===== config.mk =====
export PLATFORM = sky130hd
export DESIGN_NAME = tug_round_ctrl
export DESIGN_NICKNAME = d
export VERILOG_FILES = /design/src/rtl/tug_round_ctrl_pkg.sv /design/src/rtl/tug_round_ctrl_tick_counter.sv /design/src/rtl/tug_round_ctrl.sv
export SDC_FILE = /design/constraint.sdc
export NUM_CORES = 1
export LEC_CHECK = 0
export CAP_MARGIN = 20
export CELL_PAD_IN_SITES_DETAIL_PLACEMENT = 1
export CELL_PAD_IN_SITES_GLOBAL_PLACEMENT = 1
export CORE_MARGIN = 1
export CORE_UTILIZATION = 44
export DETAILED_ROUTE_END_ITERATION = 7
export PLACE_DENSITY = 0.82
export SYNTH_ARGS = -nofsm -noshare
export SYNTH_HDL_FRONTEND = slang
export SYNTH_SLANG_ARGS = --single-unit

===== constraint.sdc =====
create_clock -name clk -period 2.8 [get_ports clk]
set_clock_uncertainty 0.05 [all_clocks]
set_input_delay 0.7 -clock clk [delete_from_list [all_inputs] [get_ports clk]]
set_output_delay 0.7 -clock clk [all_outputs]
set_load 0.01 [all_outputs]

===== src/rtl/tug_round_ctrl_pkg.sv =====
// Shared types and defaults for the tug-of-war round sequencer.
package tug_round_ctrl_pkg;

  typedef enum logic [1:0] {
    HOLD  = 2'd0,
    ARMED = 2'd1,
    WIN   = 2'd2
  } state_t;

  localparam int DEF_N_LEDS       = 9;
  localparam int DEF_CLR_CYCLES   = 4;
  localparam int DEF_BLINK_CYCLES = 8;

  function automatic int centre(input int n);
    return (n - 1) / 2;
  endfunction

endpackage


===== src/rtl/tug_round_ctrl_tick_counter.sv =====
// Reloadable down-counter; reloads itself on reaching zero or on load.
module tick_counter #(
  parameter int RELOAD = 4
) (
  input  logic clk,
  input  logic rst,
  input  logic load,
  output logic zero
);

  localparam int W = $clog2(RELOAD + 1);

  logic [W-1:0] cnt;

  always_ff @(posedge clk or posedge rst) begin
    if (rst)
      cnt <= W'(RELOAD - 1);
    else if (load || zero)
      cnt <= W'(RELOAD - 1);
    else
      cnt <= cnt - W'(1);
  end

  assign zero = (cnt == '0);

endmodule


===== src/rtl/tug_round_ctrl.sv =====
// Round sequencer: moves the rope marker, re-arms the buttons,
// and holds a blinking win display until reset.
module tug_round_ctrl
  import tug_round_ctrl_pkg::*;
#(
  parameter int N_LEDS       = DEF_N_LEDS,
  parameter int CLR_CYCLES   = DEF_CLR_CYCLES,
  parameter int BLINK_CYCLES = DEF_BLINK_CYCLES
) (
  input  logic              clk,
  input  logic              rst,
  input  logic              winrnd,
  input  logic              right,
  input  logic              tie,
  output logic              clr,
  output logic [N_LEDS-1:0] leds,
  output logic              win_left,
  output logic              win_right
);

  localparam int PW = $clog2(N_LEDS);
  localparam logic [PW-1:0] CTR  = PW'(centre(N_LEDS));
  localparam logic [PW-1:0] LAST = PW'(N_LEDS - 1);
  localparam logic [N_LEDS-1:0] ONE = N_LEDS'(1);

  state_t        state;
  logic [PW-1:0] pos;
  logic [PW-1:0] npos;
  logic          phase;
  logic          hold_zero;
  logic          blink_zero;
  logic          at_end;

  tick_counter #(.RELOAD(CLR_CYCLES)) u_hold (
    .clk  (clk),
    .rst  (rst),
    .load (state != HOLD),
    .zero (hold_zero)
  );

  tick_counter #(.RELOAD(BLINK_CYCLES)) u_blink (
    .clk  (clk),
    .rst  (rst),
    .load (state != WIN),
    .zero (blink_zero)
  );

  always_comb begin
    npos = pos;
    if (tie)
      npos = pos;
    else if (right)
      npos = pos + PW'(1);
    else
      npos = pos - PW'(1);
    at_end = (npos == '0) || (npos == LAST);
  end

  always_ff @(posedge clk or posedge rst) begin
    if (rst) begin
      state     <= HOLD;
      pos       <= CTR;
      clr       <= 1'b1;
      leds      <= ONE << CTR;
      win_left  <= 1'b0;
      win_right <= 1'b0;
      phase     <= 1'b1;
    end else begin
      unique case (state)
        HOLD: begin
          if (hold_zero) begin
            state <= ARMED;
            clr   <= 1'b0;
          end
        end
        ARMED: begin
          if (winrnd) begin
            pos  <= npos;
            leds <= ONE << npos;
            clr  <= 1'b1;
            if (at_end) begin
              state     <= WIN;
              win_left  <= (npos == '0);
              win_right <= (npos == LAST);
            end else begin
              state <= HOLD;
            end
          end
        end
        WIN: begin
          // Phase register holds the level currently shown.
          if (blink_zero) begin
            phase <= ~phase;
            leds  <= phase ? '0 : ONE << pos;
          end
        end
        default: state <= HOLD;
      endcase
    end
  end

endmodule

==> results of run 1 <==
-- path summary, 6_finish.rpt --
check,endpoint,depth (start not counted)
max in group asynchronous,leds[4],3
min in group asynchronous,leds[5],3
max reg2reg,win_right,6
min reg2reg,u_hold.cnt[0],1
min,u_hold.cnt[0],1
max,win_left,8
-- registers in the layout (all words and copies together), names as in the netlist --
signal,flops
leds,9
u_hold.cnt,3
pos,4
u_blink.cnt,4
state,2
win_right,1
phase,1
clr,1
win_left,1
-- where the power goes --
part | switching, mW | internal [mW] | total (mW)
clock | 0.113 | 0.102 | 0.214
combinational | 0.592 | 0.516 | 1.11
sequential | 0.147 | 0.551 | 0.698
total | 0.852 | 1.17 | 2.02
-- area by class of cell --
cell class	instances	area, um2
clock buffers	4	45.04
fillers	435	1698
inverters	9	33.78
multi-input cells	134	927.1
flip-flops and latches	26	661.9
well taps	48	60.06
repair buffers	26	235.2
-- metrics by stage --
step                      setup slack (ps)  power, mW  TNS [ps]
after floorplan                      529.5      1.422         0
after global placement             -0.1763      1.749   -0.1763
after detailed placement            -98.54      1.814    -685.4
after CTS                            187.4      2.039         0
after global routing                 24.93      2.185         0
final                                187.3      2.020         0
-- worst max-delay path, stage by stage --
cell and delay [ps]:
clkdlybuf4s50_1 530, inv_1 80, ha_1 400, and3_1 250, or3_1 420, o211ai_2 90, buf_4 150, o21ai_0 80
-- per-layer routing --
layer	GRT usage	wire length, um	up-vias
li1	-	-	682
met1	0.2694	1876	691
met2	0.3856	2037	5
met3	0.01607	34	2
met4	0.06250	19	0
met5	0	0	-
-- layout by cell type, fill, tap and decap left out, types with 5 or more instances in the layout --
cell type	n
a211oi_1	9
inv_1	9
dfrtp_1	17
dfstp_2	9
buf_4	10
nor3_1	9
nand2_1	13
ha_1	5
nor2_1	20
clkdlybuf4s50_1	16
or3_1	6
o21ai_0	8
-- cells by family after synthesis --
group	synth area share
muxes	0.03343
buffers and inverters	0.05646
DFF	0.3930
AOI/OAI and AO/OA	0.1627
xor gates and xnor gates	0.03047
adders and majority gates	0.04903
and+or+nand+nor	0.2749
==> metrics.md, run 1 <==
| Metric | Value |
|---|---|
| Nets@finish | 211 |
| First-pass GRT wire length | 6879 um |
| TritonRoute pass-1 iters | 4 |
| Post-CTS Resized | 0 |
| Vias post-DR | 1380 |
| Top post-synthesis cells by area | dfrtp_1 25%, dfstp_2 14%, nor2_1 4.5% |
| Req. time, crit path | 2890 ps |
| Inst Count DP | 243 |
| Die boundary height | 63.87 um |
| Design area | 1963 um2 |
| Initial antenna violation count | 0 |
| Status | complete, no violations |
| Worst Tran Pin Value | 543.6 ps |
| Leak Pwr | 0.8322 nW |
| # diodes | 0 |
| Setup Buffers After CTS | 0 |
| # rows | 22 |
| Clk_lat worst skew | 260 ps |
| Routed Antenna Nets | 0 |
| CP startpoint kind | input pin |
| Final Max Slew Viols | 0 |
| PD cells | 1029 nW/um2 |
| Final Cycle Share | 0.9331 |
| Largest net degree at the start of global routing | 27 |
| DRC | 0 |
| Drt total wl | 3967 um |
| CTS buffer count | 3 |
| Synth-to-layout area growth | 16.57% |
| Clk buf depth | 2 |
| HP Class | reg2reg |
| Worst Setup End Kind | register |
| IO Port Bufs | 16 |
| Tot GR Track Use | 0.2136 |
| Final setup vio count | 0 |
| Post-Syn Instances | 177 |
| Post-synth EDFFs | 0 |
| Worst EP arrival | 2710 ps |
| Crit-path max FO | 5 |
| # clock sinks | 26 |
| Reg2Reg Setup Slack | 540 ps |
| Seq/Total Area, Yosys | 0.3930 |
| Max cap viols | 0 |
| Die ar. | 4079 um2 |
| Detailed placement HPWL | 3047 um |
| Avg WL per Cell | 16.06 um |
| Most numerous cell in the Yosys netlist | nor2_1 |
| Syn_nets | 188 |
| CTS HTree Levels | 1 |
| Vias/cell | 5.587 |
| Worst hold start | u_hold.cnt[0] |
| Async S/R FF share, synth | 1.000 |
| Min Hold Slack | 398.9 ps |
| DR iter-0 viols | 35 |
| Gr ovfl total | 0 |
| Synth Flop Type | dfrtp_1 |
| Root Buffer | clkbuf_8 |
| Post-Layout Cell Count | 247 |
| Clock-pin slew on the worst setup and hold paths | 90 ps |
| Worst r2r src | pos[1] |
| Max VDD drop | 0.0004058 V |
| Flops & latches, synth | 26 |
| Final hold violation count | 0 |
| Layout cell share with drive strength beyond 1 | 0.1859 |
| Commonest cells post-synth | 20 x nor2_1, 17 x dfrtp_1, 13 x nand2_1 |
| Setup CP Type | in2reg |
| # hold bufs at CTS | 0 |
| Final Core Density | 0.5362 |
| Unrepaired setup endpoints after global routing | no |
| Maximum clock rate | 382.8 MHz |
| Placed cell area | 1918 um2 |
| Core ar. | 3661 um2 |
| Last weighted congestion value of the routability-driven placer | 0.8623 |
| Ys Warns | 0 |
| Setup crit start | right |
| Slew HR | 0.6351 |
| Syn Area/Cell | 9.515 um2 |
| CTS tree | done |
| Period minus WS final | 2613 ps |
| Distinct cells, synth | 52 |
| Top cell type's share of synthesized area | 0.2526 |
| Starting Density | 0.4600 |
| Vias in the first global route | 1498 |
| Die width | 63.87 um |
| Area leader, netlist | dfrtp_1 |
| Io pins | 17 |
| Mapped Area | 1684 um2 |
No activity file was read; power rests on OpenSTA's default activity.
==> run 2: changes to the inputs <==
GPL_ROUTABILITY_DRIVEN = 0   (was default)
==> results of run 2 <==
The final DEF is identical to that of run 1; final timing and power are the same.
